==> src/rtl/b_powermonitor_scan_sequencer.sv <==
// Power Monitor ADC scan sequencer: steps the analog mux over the converter channels,
// fetches each channel's thresholds, triggers one conversion and grades the sample.
module b_powermonitor_scan_sequencer #(
    parameter int NumConverters = 8,
    parameter int DataWidth     = 12,
    parameter int SettleCycles  = 4,
    parameter int TimeoutCycles = 255
) (
    input  logic                   clock,
    input  logic                   reset_n,
    input  logic                   enable,
    input  logic                   clear_err,
    output logic [4:0]             chan_sel,
    output logic                   thr_rd,
    output logic [4:0]             thr_addr,
    input  logic [4*DataWidth-1:0] thr_data,
    output logic                   adc_soc,
    input  logic                   adc_done,
    input  logic [DataWidth-1:0]   adc_data,
    output logic [31:0]            pgood_bus,
    output logic                   warn,
    output logic                   fault,
    output logic                   eoc,
    output logic                   timeout_err
);

    localparam int SCW = (SettleCycles > 2) ? $clog2(SettleCycles) : 1;
    localparam logic [SCW-1:0] SettleLast  = SCW'(SettleCycles - 1);
    localparam logic [7:0]     TimeoutLast = 8'(TimeoutCycles - 1);
    localparam logic [4:0]     LastChan    = 5'(NumConverters - 1);

    typedef enum logic [2:0] {IDLE, SETTLE, CONVERT, WAIT, EVAL} state_t;

    state_t               state, state_next;
    logic [4:0]           chan, chan_next;
    logic [SCW-1:0]       settle_cnt, settle_cnt_next;
    logic [7:0]           wait_cnt, wait_cnt_next;
    logic                 capture_sample, timeout_hit, eval_last;
    logic [DataWidth-1:0] sample;
    logic [DataWidth-1:0] ov_fault_thr, ov_warn_thr, uv_warn_thr, uv_fault_thr;
    logic                 tmo_flag;
    logic                 fault_i, warn_i;
    logic [31:0]          warn_vec, fault_vec;
    logic [31:0]          pgood_next, warn_next, fault_next;

    always_comb begin
        state_next      = state;
        chan_next       = chan;
        settle_cnt_next = settle_cnt;
        wait_cnt_next   = wait_cnt;
        capture_sample  = 1'b0;
        timeout_hit     = 1'b0;
        eval_last       = 1'b0;
        case (state)
            IDLE: begin
                chan_next = 5'd0;
                if (enable) begin
                    state_next      = SETTLE;
                    settle_cnt_next = '0;
                end
            end
            SETTLE: begin
                if (settle_cnt == SettleLast) state_next = CONVERT;
                else settle_cnt_next = settle_cnt + SCW'(1);
            end
            CONVERT: begin
                wait_cnt_next = 8'd0;
                state_next    = WAIT;
            end
            WAIT: begin
                // A done strobe on the final allowed cycle still counts as a real sample
                if (adc_done) begin
                    capture_sample = 1'b1;
                    state_next     = EVAL;
                end else if (wait_cnt == TimeoutLast) begin
                    timeout_hit = 1'b1;
                    state_next  = EVAL;
                end else begin
                    wait_cnt_next = wait_cnt + 8'd1;
                end
            end
            EVAL: begin
                settle_cnt_next = '0;
                if (chan == LastChan) begin
                    eval_last  = 1'b1;
                    chan_next  = 5'd0;
                    state_next = enable ? SETTLE : IDLE;
                end else if (enable) begin
                    chan_next  = chan + 5'd1;
                    state_next = SETTLE;
                end else begin
                    chan_next  = 5'd0;
                    state_next = IDLE;
                end
            end
            default: state_next = IDLE;
        endcase
    end

    always_comb begin
        fault_i    = tmo_flag || (sample >= ov_fault_thr) || (sample <= uv_fault_thr);
        warn_i     = !fault_i && ((sample >= ov_warn_thr) || (sample <= uv_warn_thr));
        pgood_next = pgood_bus;
        warn_next  = warn_vec;
        fault_next = fault_vec;
        if (state == EVAL && 32'(chan) < NumConverters) begin
            pgood_next[chan] = !fault_i;
            warn_next[chan]  = warn_i;
            fault_next[chan] = fault_i;
        end
    end

    // Outputs are registered from the next-state decode so they line up with the state
    always_ff @(posedge clock or negedge reset_n) begin
        if (!reset_n) begin
            state        <= IDLE;
            chan         <= 5'd0;
            settle_cnt   <= '0;
            wait_cnt     <= 8'd0;
            chan_sel     <= 5'd0;
            thr_addr     <= 5'd0;
            thr_rd       <= 1'b0;
            adc_soc      <= 1'b0;
            eoc          <= 1'b0;
            pgood_bus    <= 32'd0;
            warn_vec     <= 32'd0;
            fault_vec    <= 32'd0;
            warn         <= 1'b0;
            fault        <= 1'b0;
            sample       <= '0;
            tmo_flag     <= 1'b0;
            ov_fault_thr <= '0;
            ov_warn_thr  <= '0;
            uv_warn_thr  <= '0;
            uv_fault_thr <= '0;
            timeout_err  <= 1'b0;
        end else begin
            state      <= state_next;
            chan       <= chan_next;
            settle_cnt <= settle_cnt_next;
            wait_cnt   <= wait_cnt_next;
            chan_sel   <= chan_next;
            thr_addr   <= chan_next;
            thr_rd     <= (state_next == SETTLE) && (state != SETTLE);
            adc_soc    <= (state_next == CONVERT);
            eoc        <= eval_last;
            pgood_bus  <= pgood_next;
            warn_vec   <= warn_next;
            fault_vec  <= fault_next;
            warn       <= |warn_next;
            fault      <= |fault_next;
            if (capture_sample) begin
                sample   <= adc_data;
                tmo_flag <= 1'b0;
            end else if (timeout_hit) begin
                tmo_flag <= 1'b1;
            end
            // RAM data arrives one cycle after the read strobe of the first settle cycle
            if (state == SETTLE && settle_cnt == SCW'(1))
                {ov_fault_thr, ov_warn_thr, uv_warn_thr, uv_fault_thr} <= thr_data;
            if (timeout_hit) timeout_err <= 1'b1;
            else if (clear_err) timeout_err <= 1'b0;
        end
    end

endmodule

==> config.mk <==
export PLATFORM = sky130hd
export DESIGN_NAME = b_powermonitor_scan_sequencer
export DESIGN_NICKNAME = d
export VERILOG_FILES = /design/src/rtl/b_powermonitor_scan_sequencer.sv
export SDC_FILE = /design/constraint.sdc
export NUM_CORES = 1
export LEC_CHECK = 0
export CAP_MARGIN = 20
export CORE_MARGIN = 2
export CORE_UTILIZATION = 25
export CTS_CLUSTER_DIAMETER = 30
export CTS_CLUSTER_SIZE = 30
export DETAILED_ROUTE_END_ITERATION = 8
export GPL_TIMING_DRIVEN = 1
export MAX_ROUTING_LAYER = met4
export PLACE_DENSITY = 0.54
export REMOVE_ABC_BUFFERS = 1
export SLEW_MARGIN = 20
export SYNTH_ARGS = -nofsm -noshare
export SYNTH_HDL_FRONTEND = slang
export SYNTH_SLANG_ARGS = --single-unit
==> constraint.sdc <==
create_clock -name clock -period 5.3 [get_ports clock]
set_input_delay 1.325 -clock clock [delete_from_list [all_inputs] [get_ports clock]]
set_output_delay 1.325 -clock clock [all_outputs]
set_load 0.01 [all_outputs]
==> summary.txt, run 1 <==
sequential share of the synthesized area -> 58.2%
initial detailed-routing violation count -> 244
worst-case reg-to-reg path depth -> 8
switching portion of total power -> 34.3%
TNS Setup -> 0 ns
crit-path max FO -> 15
Final min period -> 3.15 ns
CP max stage delay -> 0.73 ns
worst-path cell chain -> clkdlybuf4s50_1
Num CTS Buffers -> 17
vias in the first global route -> 5,178
Comb pwr share -> 30.7%
Design Power -> 4.70 mW
Die H -> 181 um
dominant synthesized flop cell -> dfrtp_1
WL final -> 17.1 mm
Yosys cell types -> 53
DR WL/cell -> 14.5 um
pwr/cell area -> 483 nW/um^2
num rows -> 64
DRC -> 0
Slew Viols, Final -> 0
cell area after layout -> 9730 sq um
io pins -> 113
delay-heaviest family, CP -> flip-flops
number of gates resized after cts -> 0
area of the multi-input gates -> 2670 sq um
final core occ -> 31.7%
Slew HR -> 37.4%
clk_lat worst skew -> 0.43 ns
Worst Hold Depth -> 0
top sig layer -> met4
Worst Hold Class -> reg -> reg
area growth from synthesis to layout -> 24.9%
first-pass GRT wire length -> 27.9 mm
Internal -> 3.09 mW
#FFs+latches synth -> 181
Initial Utilization -> 25.4%
CTS Hold Bufs -> 0
P_leak -> 4.43 nW
asr flop ratio synth -> 100%
power share of the sequential group -> 38.9%
Antenna Nets Post-Route -> 0
register area -> 4530 sq um
origin of the critical flop-to-flop path -> sample[0]
mapped cell area -> 7790 sq um
Max Buffers Root-to-Sink -> 2
CTS tree -> built
Filler cells -> 3,115
CP Class -> reg -> out
CTS sink count -> 181
detailed-route vias per instance -> 4.23
diodes inserted -> 0
Total GRT Usage -> 11.2%
hold path endpoint -> pgood_bus[26]
period utilization -> 59.4%
Clock Root Buffer -> clkbuf_16
status -> finished, final reports clean
remaining global-route overflow -> 0
IO Port Bufs -> 112
syn_area_per_cell -> 10.7 sq um
HP Start -> pgood_bus[26]
Die Area -> 32,600 sq um
max cap viols -> 0
GP Congestion -> 0.774
hpwl dp -> 12.1 mm
Met1 Wirelength -> 8.62 mm
Critical Path AT -> 1.82 ns
setup bufs post-CTS -> 0
Setup crit end kind -> primary output
Clock Power Share -> 30.3%
Crit path depth -> 1
pin count of the biggest net entering global routing -> 86
share of layout cells above drive strength 1 -> 8.68%
Crit Reg-Reg Endpoint -> fault_vec[2]
count of flip-flops with a built-in enable after synthesis -> 0
f_max -> 318 MHz
metal2 WL -> 7.69 mm
met3 WL -> 680 um
Worst R2R Setup Slack -> 2.29 ns
switching pwr -> 1.61 mW
unrepaired setup endpoints after global routing -> false
Hold Violations, Final -> 0
crit start category -> flop
Clock Pin Slew Worst Setup and Hold Paths -> 0.07 ns
final setup skew -> 0.0147 ns
Pre-antenna DRT Iters -> 4
H-tree depth -> 4
initial antenna violation count -> 0
Syn Inst Count -> 727
Buffers & Inverters on Critical Path -> 1
synthesis warning total -> 0
CP required -> 3.97 ns
CORE AREA -> 30,700 sq um
Final nets -> 891
Tightest Pin Transition -> 0.936 ns
Final Setup Violations -> 0
Hold Slack -> 0.377 ns
peak supply drop -> 0.194 mV
die span in x -> 181 um
routed vias -> 4,990
area post-placement -> 9070 sq um
slowest stage cell, crit path -> dfrtp_1
worst max-delay path by stage:
stage | start | endpoint | slack (ns)
5_1_grt | sample[0] | warn_vec[7] | 1.95
3_5_place_dp | sample[0] | fault_vec[2] | 2.28
4_1_cts | chan[2] | chan_sel[2] | 2.13
6_report | chan[2] | chan_sel[2] | 2.15
2_1_floorplan | state[1] | ov_fault_thr[0] | 2.63
3_3_place_gp | sample[0] | fault_vec[7] | 2.29
cells by family after synthesis:
| kind of cell | after synthesis | share of synthesized area (%) |
|---|---|---|
| AO/OA/AOI/OAI | 132 | 9.88 |
| multiplexers | 25 | 3.60 |
| adder cells (fa/ha/maj) | 56 | 9.00 |
| buffers and inverters | 151 | 7.63 |
| flip-flops | 181 | 58.2 |
| AND/OR/NAND/NOR | 176 | 11.1 |
| XOR/XNOR | 6 | 0.675 |
metrics by stage:
step | worst slack (ns) | cells
floorplan | 2.63 | 634
global placement | 2.29 | 1147
detailed placement | 2.28 | 1147
CTS | 2.13 | 1179
global route | 1.95 | 1179
finish | 2.15 | 1179
Yosys cell counts, types with 2 or more instances:
library cell    n  area share, %
dfrtp_1       181             58
clkbuf_1       83            4.0
nand2_1        80            3.9
o21ai_0        72            4.6
inv_1          58            2.8
ha_1           56            9.0
mux2_2         24            3.5
nor2_1         24            1.2
a21oi_1        18            1.2
nand3_1        14           0.90
nor4_1         13            1.0
nand4_1        10           0.80
o31ai_1        10           0.96
nor2b_1         6           0.48
and4_1          5           0.56
buf_4           5           0.48
o22ai_1         5           0.40
xor2_1          5           0.56
a21o_1          4           0.39
and2_1          4           0.32
a2111oi_0       3           0.34
a211oi_1        3           0.29
buf_1           3           0.14
nand2b_1        3           0.24
nor3_1          3           0.19
o211ai_1        3           0.29
a21boi_0        2           0.19
a22oi_1         2           0.19
a31oi_1         2           0.16
or2_1           2           0.16
or3_1           2           0.16
layer usage:
metal,global-route usage [%],vias up
met1,15.6,2385
met3,2.81,5
met4,2.94,0
met2,16.2,90
li1,-,2510
met5,-,-
area by class of cell:
| class | count | share of cell area [%] |
|---|---|---|
| clock buffer | 19 | 4.65 |
| multi-input combinational | 395 | 27.4 |
| timing repair buffer | 117 | 11.9 |
| tap | 396 | 5.09 |
| sequential | 181 | 46.5 |
| inverter | 58 | 2.24 |
| clock inverter | 13 | 2.15 |
power groups by stage:
stage	logic (mW)	registers (mW)	clock network, mW
floorplan	0.981	1.81	0
global placement	1.44	1.85	0
detailed placement	1.46	1.86	0
CTS	1.47	1.83	1.47
global route	1.68	1.87	1.53
finish	1.45	1.83	1.43
placed cells by master (no fill, tap or decap), drive strengths merged, types with 3 or more instances in the layout:
cell type | Yosys | final
a2111oi | 3 | 3
a211oi | 3 | 3
a21o | 4 | 4
a21oi | 18 | 18
and2 | 4 | 4
and4 | 5 | 5
buf | 10 | 6
bufinv | 0 | 4
clkbuf | 83 | 19
clkdlybuf4s50 | 0 | 111
clkinv | 0 | 3
dfrtp | 181 | 181
ha | 56 | 56
inv | 58 | 64
mux2 | 24 | 24
nand2 | 81 | 81
nand2b | 3 | 3
nand3 | 15 | 15
nand4 | 10 | 10
nor2 | 25 | 25
nor2b | 6 | 6
nor3 | 4 | 4
nor4 | 13 | 13
o211ai | 3 | 3
o21ai | 73 | 73
o22ai | 5 | 5
o31ai | 10 | 10
xor2 | 5 | 5
state kept, by name (all words and copies together) (netlist names), 2 cells and up:
register / flops
chan: 5
fault_vec: 32
ov_fault_thr: 12
ov_warn_thr: 12
pgood_bus: 32
sample: 12
settle_cnt: 2
state: 3
uv_fault_thr: 12
uv_warn_thr: 12
wait_cnt: 8
warn_vec: 32
Power figures use the tool's default switching activity.
==> run 2, diff against run 1 <==
Clock period 5.3 ns to 3.1 ns, I/O delays scaled along.
==> run 2 against run 1 <==
  * Wire length increased by 0.17%
  * Sequential share of layout area about the same
  * Highest routed layer unchanged
  * Critical endpoint is now thr_addr[2]
  * First-iteration DRC count increased by 20%
  * Largest power group unchanged
==> summary.txt, run 2 (synthesis gave the netlist of run 1 again) <==
delay-heaviest family, CP -> flip-flops
Clock Pin Slew Worst Setup and Hold Paths -> 0.07 ns (about the same)
max cap viols -> 0 (unchanged)
routed vias -> 5,003 (+0.26%)
DR WL/cell -> 14.5 um (-0.17%)
worst-path cell chain -> clkdlybuf4s50_1
Final Setup Violations -> 0 (unchanged)
pwr/cell area -> 809 nW/um^2 (+67%)
final setup skew -> 0.0196 ns (+0.00488 ns)
CTS sink count -> 181 (unchanged)
Slew Viols, Final -> 0 (unchanged)
slowest stage cell, crit path -> dfrtp_1
status -> finished, final reports clean
setup bufs post-CTS -> 0 (unchanged)
met3 GRT Util -> 1.92% (-0.89 points)
Filler cells -> 3,102 (-0.42%)
area growth from synthesis to layout -> 25.0% (about the same)
Design Power -> 7.87 mW (+67%)
Tightest Pin Transition -> 0.793 ns (-0.144 ns)
register area -> 4530 sq um (unchanged)
Max Buffers Root-to-Sink -> 2 (unchanged)
hpwl dp -> 12.4 mm (+2.2%)
TNS Setup -> 0 ns (unchanged)
CTS tree -> built
worst-case reg-to-reg path depth -> 9 (+1)
P_leak -> 4.42 nW (-0.15%)
met2 GRT Util -> 16.0% (-0.15 points)
GP Congestion -> 0.784 (+1.2%)
Buffers & Inverters on Critical Path -> 1 (unchanged)
io pins -> 113 (unchanged)
pin count of the biggest net entering global routing -> 65 (-24%)
WL final -> 17.1 mm (+0.17%)
vias in the first global route -> 5,021 (-3.0%)
crit-path max FO -> 15 (unchanged)
IO Port Bufs -> 112 (unchanged)
CP max stage delay -> 0.71 ns (-0.02 ns)
area post-placement -> 9140 sq um (+0.74%)
final core occ -> 31.7% (about the same)
period utilization -> 82.7%
Critical Path AT -> 1.79 ns (-0.03 ns)
Final nets -> 895 (+0.45%)
Worst Hold Class -> in -> async
Clock Root Buffer -> clkbuf_16
M1 GR Usage -> 15.9% (+0.37 points)
most frequent cells in the layout -> 181 x dfrtp_1, 111 x clkdlybuf4s50_1, 80 x nand2_1
CP required -> 2.32 ns (-1.65 ns)
Final min period -> 2.56 ns
peak supply drop -> 0.335 mV (+73%)
Pre-antenna DRT Iters -> 4 (unchanged)
Die Area -> 32,600 sq um (unchanged)
Most Crowded Layer GR -> met2
initial detailed-routing violation count -> 294 (+20%)
diodes inserted -> 0 (unchanged)
most common cell after layout, fill and taps aside -> dfrtp_1
share of layout cells above drive strength 1 -> 9.02% (+0.34 points)
Slew HR -> 46.5% (+9.1 points)
CTS Hold Bufs -> 0 (unchanged)
cell area after layout -> 9740 sq um (about the same)
Setup crit end kind -> primary output
Num CTS Buffers -> 17 (unchanged)
clk_lat worst skew -> 0.44 ns (about the same)
number of gates resized after cts -> 0 (unchanged)
num rows -> 64 (unchanged)
Initial Utilization -> 25.4% (unchanged)
CP Class -> reg -> out
unrepaired setup endpoints after global routing -> false
Die H -> 181 um (unchanged)
Regs by FF count -> fault_vec x32, pgood_bus x32, warn_vec x32
area of the multi-input gates -> 2670 sq um (unchanged)
Antenna Nets Post-Route -> 0 (unchanged)
DRC -> 0 (unchanged)
origin of the critical flop-to-flop path -> sample[0]
f_max -> 390 MHz
die span in x -> 181 um (unchanged)
Worst R2R Setup Slack -> 0.64 ns (-1.65 ns)
Crit Reg-Reg Endpoint -> fault_vec[5]
H-tree depth -> 4 (unchanged)
initial antenna violation count -> 0 (unchanged)
Hold Violations, Final -> 0 (unchanged)
Total GRT Usage -> 11.2% (+0.046 points)
remaining global-route overflow -> 0 (unchanged)
Crit path depth -> 1 (unchanged)
crit start category -> flop
detailed-route vias per instance -> 4.23 (about the same)
CORE AREA -> 30,700 sq um (unchanged)
first-pass GRT wire length -> 27.8 mm (-0.44%)
-- run 2: cell types whose count changed in the layout (fill, tap and decap cells not counted), sizes merged --
cell / delta
inv: -2
clkbuf: +1
clkinvlp: +3
bufinv: -2
buf: +4
-- run 2: final cells by class --
cell class,count,area share (%)
multi-input combinational,395,27.4
tap,396,5.09
clock buffer,20,4.69
sequential,181,46.5
timing repair buffer,121,12.6
inverter,58,2.24
clock inverter,12,1.47
-- run 2: how the worst max path moves through the flow --
stage	slack, ns	end	start
2_1_floorplan	0.43	ov_fault_thr[0]	state[1]
3_3_place_gp	0.73	fault_vec[7]	sample[0]
3_5_place_dp	0.68	fault_vec[5]	sample[0]
4_1_cts	0.48	thr_addr[2]	chan[2]
5_1_grt	0.29	warn_vec[5]	sample[0]
6_report	0.54	thr_addr[2]	chan[2]
-- run 2: stage by stage --
step | setup slack, ns | instances | hold WS, ns
floorplan | 0.428 | 634 | 0.354
global placement | 0.731 | 1151 | 0.365
detailed placement | 0.677 | 1151 | 0.364
CTS | 0.478 | 1183 | 0.248
global route | 0.290 | 1183 | 0.264
finish | 0.538 | 1183 | 0.246
-- run 2: per-layer routing --
metal / vias up / routed length [um]
li1: 2515 / -
met4: 0 / 203
met3: 14 / 544
met1: 2369 / 8840
met5: - / 0
met2: 105 / 7560
-- run 2: report_power, final --
group	switching [mW]	internal, mW	total (mW)
sequential	0.302	2.83	3.13
combinational	1.44	1.08	2.52
clock	0.972	1.25	2.22
total	2.72	5.15	7.87
